==> config.mk <==
export PLATFORM = sky130hd
export DESIGN_NAME = tia_line_doubler
export DESIGN_NICKNAME = d
export VERILOG_FILES = /design/src/rtl/tia_video_pkg.sv /design/src/rtl/tia_line_doubler_line_ram.sv /design/src/rtl/tia_line_doubler.sv
export SDC_FILE = /design/constraint.sdc
export NUM_CORES = 2
export LEC_CHECK = 0
export ABC_AREA = 1
export CORE_MARGIN = 3
export CORE_UTILIZATION = 45
export CTS_BUF_LIST = sky130_fd_sc_hd__clkbuf_2 sky130_fd_sc_hd__clkbuf_4 sky130_fd_sc_hd__clkbuf_8
export DETAILED_ROUTE_END_ITERATION = 8
export PLACE_DENSITY = 0.59
export SYNTH_ARGS = -nofsm -noshare
export SYNTH_HDL_FRONTEND = slang
export SYNTH_HIERARCHICAL = 1
export SYNTH_SLANG_ARGS = --single-unit
==> constraint.sdc <==
create_clock -name clk -period 5.5 [get_ports clk]
set_clock_uncertainty 0.15 [all_clocks]
set_input_delay 0.55 -clock clk [delete_from_list [all_inputs] [get_ports clk]]
set_output_delay 0.55 -clock clk [all_outputs]
set_load 0.1 [all_outputs]
==> src/rtl/tia_video_pkg.sv <==
// tia_video_pkg: shared video types and constants for the TIA-to-HDMI path.
// Holds the source line geometry defaults, the border color, the 7-bit
// TIA color type and the 720x480 raster constants used by the HDMI stage.
package tia_video_pkg;

    // Source line geometry defaults
    localparam int SRC_WIDTH_DEF = 160;
    localparam int SRC_LINES_DEF = 192;

    // Output raster shared with the HDMI stage
    localparam int RASTER_H_ACTIVE = 720;
    localparam int RASTER_V_ACTIVE = 480;
    localparam int RASTER_H_TOTAL  = 858;

    // Color outside the scaled window
    localparam logic [6:0] BORDER_COLOR_DEF = 7'h00;

    // TIA color: {hue[6:3], lum[2:0]}
    localparam int HUE_W = 4;
    localparam int LUM_W = 3;

    typedef struct packed {
        logic [HUE_W-1:0] hue;
        logic [LUM_W-1:0] lum;
    } color_t;

    // Read-side state: whether the pixel being fetched lies inside the window
    typedef enum logic {
        RD_IDLE   = 1'b0,
        RD_ACTIVE = 1'b1
    } rd_state_t;

    // Same hue, luminance halved (used for the darker scanline row)
    function automatic color_t dim_color(input color_t c);
        color_t r;
        r.hue = c.hue;
        r.lum = c.lum >> 1;
        return r;
    endfunction

endpackage

==> src/rtl/tia_line_doubler_line_ram.sv <==
// line_ram: two line banks in one array with one write port and one
// synchronous read port. The bank select is the address MSB; each bank
// occupies a power-of-two slot so the low bits are the pixel index.
module line_ram #(
    parameter int DATA_W = 7,
    parameter int ADDR_W = 9
) (
    input  logic              clk,
    input  logic              wr_en,
    input  logic [ADDR_W-1:0] wr_addr,
    input  logic [DATA_W-1:0] wr_data,
    input  logic [ADDR_W-1:0] rd_addr,
    output logic [DATA_W-1:0] rd_data
);

    logic [DATA_W-1:0] mem [0:(2**ADDR_W)-1];
    logic [DATA_W-1:0] rd_data_reg;

    // Write port and registered read port (read returns old data on collision)
    always_ff @(posedge clk) begin
        if (wr_en) begin
            mem[wr_addr] <= wr_data;
        end
        rd_data_reg <= mem[rd_addr];
    end

    assign rd_data = rd_data_reg;

endmodule

==> src/rtl/tia_line_doubler.sv <==
// tia_line_doubler: ping-pong line buffer between the TIA pixel stream and
// the HDMI output stage. Captures SRC_WIDTH-pixel source lines into one bank
// while the other bank is replayed H_SCALE x V_SCALE into a window of the
// raster. Pipeline from hpos/vpos to color is 2 cycles (RAM read + output
// register), so window decisions are made on hpos+2.
// Optional build macro: TIA_SCANLINES_EN -- halves luminance on the last
// repeat row of each source line.
module tia_line_doubler
    import tia_video_pkg::*;
#(
    parameter int         SRC_WIDTH    = SRC_WIDTH_DEF,
    parameter int         SRC_LINES    = SRC_LINES_DEF,
    parameter int         H_SCALE      = 4,
    parameter int         V_SCALE      = 2,
    parameter int         H_OFFSET     = (RASTER_H_ACTIVE - SRC_WIDTH_DEF * 4) / 2,
    parameter int         V_OFFSET     = (RASTER_V_ACTIVE - SRC_LINES_DEF * 2) / 2,
    parameter int         H_TOTAL      = RASTER_H_TOTAL,
    parameter logic [6:0] BORDER_COLOR = BORDER_COLOR_DEF
) (
    input  logic       clk,
    input  logic       reset,
    input  logic       pix_valid,
    input  logic [6:0] pix_color,
    input  logic       line_start,
    input  logic       frame_start,
    input  logic [9:0] hpos,
    input  logic [9:0] vpos,
    output logic [6:0] color,
    output logic       underrun,
    output logic       overrun
);

    localparam int PTR_W  = $clog2(SRC_WIDTH + 1);
    localparam int ADDR_W = PTR_W + 1;
    localparam int HS_W   = (H_SCALE > 1) ? $clog2(H_SCALE) : 1;
    localparam int VS_W   = (V_SCALE > 1) ? $clog2(V_SCALE) : 1;

    localparam logic [PTR_W-1:0] PTR_LAST  = PTR_W'(SRC_WIDTH - 1);
    localparam logic [PTR_W-1:0] PTR_END   = PTR_W'(SRC_WIDTH);
    localparam logic [HS_W-1:0]  HS_LAST   = HS_W'(H_SCALE - 1);
    localparam logic [VS_W-1:0]  VS_LAST   = VS_W'(V_SCALE - 1);
    localparam logic [9:0]       H_START   = 10'(H_OFFSET);
    localparam logic [9:0]       H_STOP    = 10'(H_OFFSET + SRC_WIDTH * H_SCALE);
    localparam logic [9:0]       V_START   = 10'(V_OFFSET);
    localparam logic [9:0]       V_STOP    = 10'(V_OFFSET + SRC_LINES * V_SCALE);
    localparam logic [9:0]       H_LAST    = 10'(H_TOTAL - 1);
    localparam logic [10:0]      H_TOTAL_X = 11'(H_TOTAL);

    // State registers
    logic [PTR_W-1:0] wr_ptr_reg,   wr_ptr_next;
    logic             wr_bank_reg,  wr_bank_next;
    logic [1:0]       full_reg,     full_next;
    logic             underrun_reg, underrun_next;
    logic             overrun_reg,  overrun_next;
    logic [PTR_W-1:0] rd_addr_reg,  rd_addr_next;
    logic [HS_W-1:0]  h_sub_reg,    h_sub_next;
    logic [VS_W-1:0]  v_sub_reg,    v_sub_next;
    rd_state_t        rd_state_reg, rd_state_next;
    logic [6:0]       color_reg,    color_next;
`ifdef TIA_SCANLINES_EN
    logic             scan_reg,     scan_next;
`endif

    // Write-side decode
    logic             restart;
    logic [PTR_W-1:0] wr_ptr_eff;
    logic [1:0]       full_eff;
    logic             wr_en;
    logic             line_done;
    logic             wr_full;
    logic             rd_bank;

    // Read-side decode
    logic [10:0]      hsum;
    logic [9:0]       hpos_la;
    logic             h_in;
    logic             row_active;
    logic             in_window;
    logic             at_left;
    logic [HS_W-1:0]  h_sub_cur;
    logic [PTR_W-1:0] rd_addr_cur;
    logic [VS_W-1:0]  v_sub_cur;
    logic             swap_point;
    logic             swap_ok;

    logic [ADDR_W-1:0] ram_wr_addr;
    logic [ADDR_W-1:0] ram_rd_addr;
    logic [6:0]        ram_q;
    color_t            rd_color;

    // line_start / frame_start take effect in the same cycle as a coincident pixel
    assign restart    = line_start | frame_start;
    assign wr_ptr_eff = restart ? '0 : wr_ptr_reg;
    assign full_eff   = frame_start ? 2'b00 : full_reg;
    assign wr_en      = pix_valid && (wr_ptr_eff < PTR_END);
    assign line_done  = wr_en && (wr_ptr_eff == PTR_LAST);
    assign wr_full    = full_eff[wr_bank_reg];
    assign rd_bank    = ~wr_bank_reg;

    // Look two columns ahead to cover the RAM and output register stages
    assign hsum       = {1'b0, hpos} + 11'd2;
    assign hpos_la    = (hsum >= H_TOTAL_X) ? 10'(hsum - H_TOTAL_X) : 10'(hsum);
    assign h_in       = (hpos_la >= H_START) && (hpos_la < H_STOP);
    assign row_active = (vpos >= V_START) && (vpos < V_STOP);
    assign in_window  = h_in && row_active;
    assign at_left    = (hpos_la == H_START);
    assign h_sub_cur  = at_left ? '0 : h_sub_reg;
    assign rd_addr_cur = at_left ? '0 : rd_addr_reg;
    assign v_sub_cur  = (vpos == V_START) ? '0 : v_sub_reg;

    // A line completing on the swap cycle is forwarded so the swap still succeeds
    assign swap_point = (hpos == H_LAST) && row_active && (v_sub_cur == VS_LAST);
    assign swap_ok    = swap_point && (wr_full || line_done);

    assign ram_wr_addr = {wr_bank_reg, wr_ptr_eff};
    assign ram_rd_addr = {rd_bank, rd_addr_cur};

    line_ram #(
        .DATA_W (7),
        .ADDR_W (ADDR_W)
    ) u_line_ram (
        .clk     (clk),
        .wr_en   (wr_en),
        .wr_addr (ram_wr_addr),
        .wr_data (pix_color),
        .rd_addr (ram_rd_addr),
        .rd_data (ram_q)
    );

    assign rd_color = ram_q;

    // Write pointer, bank-full flags, bank exchange and sticky status
    always_comb begin
        wr_ptr_next   = wr_ptr_eff;
        full_next     = full_eff;
        wr_bank_next  = wr_bank_reg;
        underrun_next = underrun_reg | (swap_point & ~swap_ok);
        overrun_next  = overrun_reg | (line_done & wr_full);
        if (wr_en) begin
            wr_ptr_next = wr_ptr_eff + PTR_W'(1);
        end
        if (line_done) begin
            full_next[wr_bank_reg] = 1'b1;
        end
        if (swap_ok) begin
            full_next[rd_bank] = 1'b0;
            wr_bank_next       = ~wr_bank_reg;
            wr_ptr_next        = '0;
        end
    end

    // Horizontal replay counters and vertical repeat counter
    always_comb begin
        h_sub_next   = h_sub_reg;
        rd_addr_next = rd_addr_reg;
        v_sub_next   = v_sub_cur;
        if (in_window) begin
            if (h_sub_cur == HS_LAST) begin
                h_sub_next   = '0;
                rd_addr_next = rd_addr_cur + PTR_W'(1);
            end else begin
                h_sub_next   = h_sub_cur + HS_W'(1);
                rd_addr_next = rd_addr_cur;
            end
        end
        if (row_active && (hpos == H_LAST)) begin
            v_sub_next = (v_sub_cur == VS_LAST) ? '0 : v_sub_cur + VS_W'(1);
        end
    end

    // Read FSM: tracks whether the fetched pixel is in the window, selects output color
    always_comb begin
        rd_state_next = RD_IDLE;
        color_next    = BORDER_COLOR;
        if (in_window) begin
            rd_state_next = RD_ACTIVE;
        end
        case (rd_state_reg)
            RD_ACTIVE: begin
`ifdef TIA_SCANLINES_EN
                color_next = scan_reg ? dim_color(rd_color) : rd_color;
`else
                color_next = rd_color;
`endif
            end
            default: color_next = BORDER_COLOR;
        endcase
    end

`ifdef TIA_SCANLINES_EN
    assign scan_next = (v_sub_cur == VS_LAST);
`endif

    // State register with synchronous reset
    always_ff @(posedge clk) begin
        if (reset) begin
            wr_ptr_reg   <= '0;
            wr_bank_reg  <= 1'b0;
            full_reg     <= 2'b00;
            underrun_reg <= 1'b0;
            overrun_reg  <= 1'b0;
            rd_addr_reg  <= '0;
            h_sub_reg    <= '0;
            v_sub_reg    <= '0;
            rd_state_reg <= RD_IDLE;
            color_reg    <= BORDER_COLOR;
`ifdef TIA_SCANLINES_EN
            scan_reg     <= 1'b0;
`endif
        end else begin
            wr_ptr_reg   <= wr_ptr_next;
            wr_bank_reg  <= wr_bank_next;
            full_reg     <= full_next;
            underrun_reg <= underrun_next;
            overrun_reg  <= overrun_next;
            rd_addr_reg  <= rd_addr_next;
            h_sub_reg    <= h_sub_next;
            v_sub_reg    <= v_sub_next;
            rd_state_reg <= rd_state_next;
            color_reg    <= color_next;
`ifdef TIA_SCANLINES_EN
            scan_reg     <= scan_next;
`endif
        end
    end

    assign color    = color_reg;
    assign underrun = underrun_reg;
    assign overrun  = overrun_reg;

endmodule

==> results.json <==
{
  "drv_slew": 0,
  "worst_r2r_startpoint": "rd_addr_reg[0]",
  "synthToLayoutAreaGrowth_pct": 14.4,
  "yosysSeqAreaShare_pct": 73.4,
  "synth_enable_flop_cells": 3584,
  "grt_remaining_overflow": 0,
  "ys_seq_elements": 3623,
  "grt_pass1_vias": 99812,
  "post_cts_buffers": 0,
  "synthFlopType": "edfxtp_1",
  "cts_buffers": 594,
  "routed_wl_mm": 434,
  "cts_tree": "built",
  "die_h_um": 579,
  "cp_max_fo": 26,
  "period_minus_slack_ns": 4.80,
  "cpMaxStageDelayCell": "clkdlybuf4s50_1",
  "critical_path_class": "in2reg",
  "status": "complete, no violations",
  "track_usage_pct": 25.5,
  "syn_avg_cell_area_sq_um": 11.7,
  "dr.pass1.iters": 6,
  "buffer_ports.inserted": 40,
  "cpPeakStageDelay_ns": 0.64,
  "syn_area_sq_um": 148000,
  "initial_utilization_pct": 45.4,
  "cts_resized": 0,
  "ys_warn_count": 6,
  "netlist_instances": 12613,
  "setup_viol_count_final": 0,
  "reg2reg_setup_slack_ns": 1.82,
  "largest_reg_flops": 3584,
  "synth.most_common_cell": "nand2_1",
  "hold_class": "in2reg",
  "worst_slew_pin_slew_ns": 1.14,
  "finalPower_mw": 57.7,
  "drt_iter0_markers": 12338,
  "seq_area_sq_um": 108000,
  "cts-htree-levels": 6,
  "grt_max_degree": 150,
  "cp-start-kind": "input pin",
  "synth_fp_nets": 12650,
  "synth_top_area_cell": "edfxtp_1",
  "num_io_pins": 41,
  "yosys-top-cells-count": "nand2_1 (3745), nand3_1 (3593), edfxtp_1 (3584)",
  "core_area_sq_um": 325000,
  "grt_pass1_wl_mm": 642,
  "routedWlPerCell_um": 24.3,
  "async_flop_share_pct": 0,
  "row_count": 209,
  "routabilityCongestion": 0.891,
  "drc": 0,
  "synth.distinct_cells": 38,
  "ir_worst_vdd_uv": 226,
  "cp.required_ns": 6.48,
  "cts_sinks": 3623,
  "rr_endpoint": "u_line_ram/rd_data[6]",
  "holdWs_ns": 0.0988,
  "cp.arrival_ns": 5.77,
  "antenna_left": 0,
  "timing.fmax_mhz": 208,
  "hold_violations": 0,
  "die_w_um": 579,
  "via_per_inst": 5.69,
  "min_path_cells": 2,
  "multiInputGateArea_sq_um": 35000,
  "reg2reg_depth": 18,
  "drive_above_1_share_pct": 12.5,
  "powerDensity_nw_per_um2": 342,
  "netlist_top_cells_area": "edfxtp_1 (73%), nand3_1 (12%), nand2_1 (9.5%), buf_2 (1.6%), nor2_1 (1.4%)",
  "clkTransAtPathRegs_ns": 0.06,
  "die-area_sq_um": 335000,
  "leakage_nw": 59.4,
  "slew_headroom_pct": 24.0,
  "min_from": "reset",
  "cts_max_path_buffers": 4,
  "design_area_sq_um": 169000,
  "holdBufCountCts": 7,
  "ctsRootBufferMaster": "clkbuf_8",
  "num_vias": 101748,
  "grt_antenna_before_repair": 21,
  "cp-end-kind": "flip-flop",
  "rsz0062_at_grt": "no",
  "fillers": 27917,
  "clk_latency_ns": 1.21,
  "whs_endpoint": "overrun",
  "dpl-instance-area_sq_um": 157000,
  "synth.top_cell.area_share_pct": 72.9,
  "layout_worst_path_cycle_share_pct": 87.2,
  "setup_tns_ns": 0,
  "fin_nets": 13122,
  "crit_path_frequent_cell": "nand3_1",
  "post-dp-hpwl_mm": 261,
  "max_cap_viol_count": 0
}
-- cells by family (layout without fill, tap and decap cells) --
| kind of cell | Yosys count | count (layout) | synth area share, % |
|---|---|---|---|
| XOR/XNOR | 6 | 6 | 0.0356 |
| AO/OA/AOI/OAI | 44 | 44 | 0.164 |
| flip-flops | 3623 | 3623 | 73.4 |
| AND/OR/NAND/NOR | 7959 | 7959 | 23.4 |
| other | 0 | 9 | 0 |
| adder cells (fa/ha/maj) | 5 | 5 | 0.0424 |
| buffers and inverters | 976 | 1906 | 2.96 |
-- report_power, final --
part	internal, mW	switching [mW]	leakage, nW
registers	30.4	0.0102	32.5
clock network	12.1	10.8	6.04
logic	1.28	3.17	20.8
-- critical path: cells and delay by family --
kind,cells,cell delay (ns)
buf+inv,9,1.99
simple gates,23,3.18
-- layout make-up --
| type | count | area share (%) |
|---|---|---|
| Multi-Input combinational cell | 8014 | 20.7 |
| Clock inverter | 243 | 0.924 |
| Clock buffer | 811 | 5.85 |
| Sequential cell | 3623 | 64.2 |
| Antenna cell | 9 | 0.0133 |
| Tap cell | 4325 | 3.20 |
| Timing Repair Buffer | 747 | 4.84 |
| Inverter | 105 | 0.260 |
-- routing by layer --
metal  up-vias  routed length (um)  global-route usage [%]
met2      4967              201000                    40.1
met3       823               40100                    4.68
met4         8               15700                    9.24
met5         -                  72                       0
li1      45814                   -                       -
met1     50136              177000                    35.5
-- through the flow --
step,setup slack [ns],util (%),instances
floorplan,1.73,-,12613
global placement,-0.507,48.4,16807
detailed placement,-0.418,48.4,16807
CTS,0.879,51.9,17868
global route,0.483,51.9,17872
finish,0.703,51.9,17877
-- how the worst max path moves through the flow --
stage,startpoint,endpoint,slack (ns),depth (start not counted)
finish,hpos[3],u_line_ram/rd_data[6],0.70,32
global route,hpos[2],u_line_ram/rd_data[6],0.48,33
CTS,hpos[3],u_line_ram/rd_data[6],0.88,32
detailed placement,hpos[3],u_line_ram/rd_data[6],-0.42,32
global placement,hpos[1],u_line_ram/rd_data[6],-0.51,34
floorplan,hpos[1],u_line_ram/rd_data[4],1.73,28
-- layout by cell type (no fill, tap or decap), types with 5 or more instances in the layout --
cell type | Yosys | layout
inv_2 | 9 | 5
edfxtp_1 | 3584 | 3584
buf_4 | 25 | 507
clkinv_2 | 1 | 55
nor2_4 | 5 | 10
a21oi_1 | 15 | 15
nor2_1 | 565 | 559
nand2_2 | 8 | 8
buf_8 | 0 | 7
clkinvlp_4 | 0 | 18
nand2_4 | 0 | 15
o21ai_0 | 16 | 16
dlygate4sd3_1 | 0 | 7
nand4_1 | 13 | 13
inv_12 | 0 | 5
bufinv_16 | 0 | 9
clkdlybuf4s50_1 | 0 | 33
nand2_1 | 3745 | 3730
clkinv_8 | 0 | 7
inv_6 | 0 | 15
dfxtp_1 | 39 | 39
diode_2 | 0 | 9
clkbuf_8 | 0 | 607
inv_1 | 95 | 90
nand3_1 | 3593 | 3593
nor3_1 | 17 | 17
inv_8 | 0 | 12
clkinv_1 | 0 | 130
ha_1 | 5 | 5
buf_12 | 0 | 193
xor2_1 | 5 | 5
clkbuf_4 | 0 | 204
Note: power is estimated with default switching activity, not from simulation.
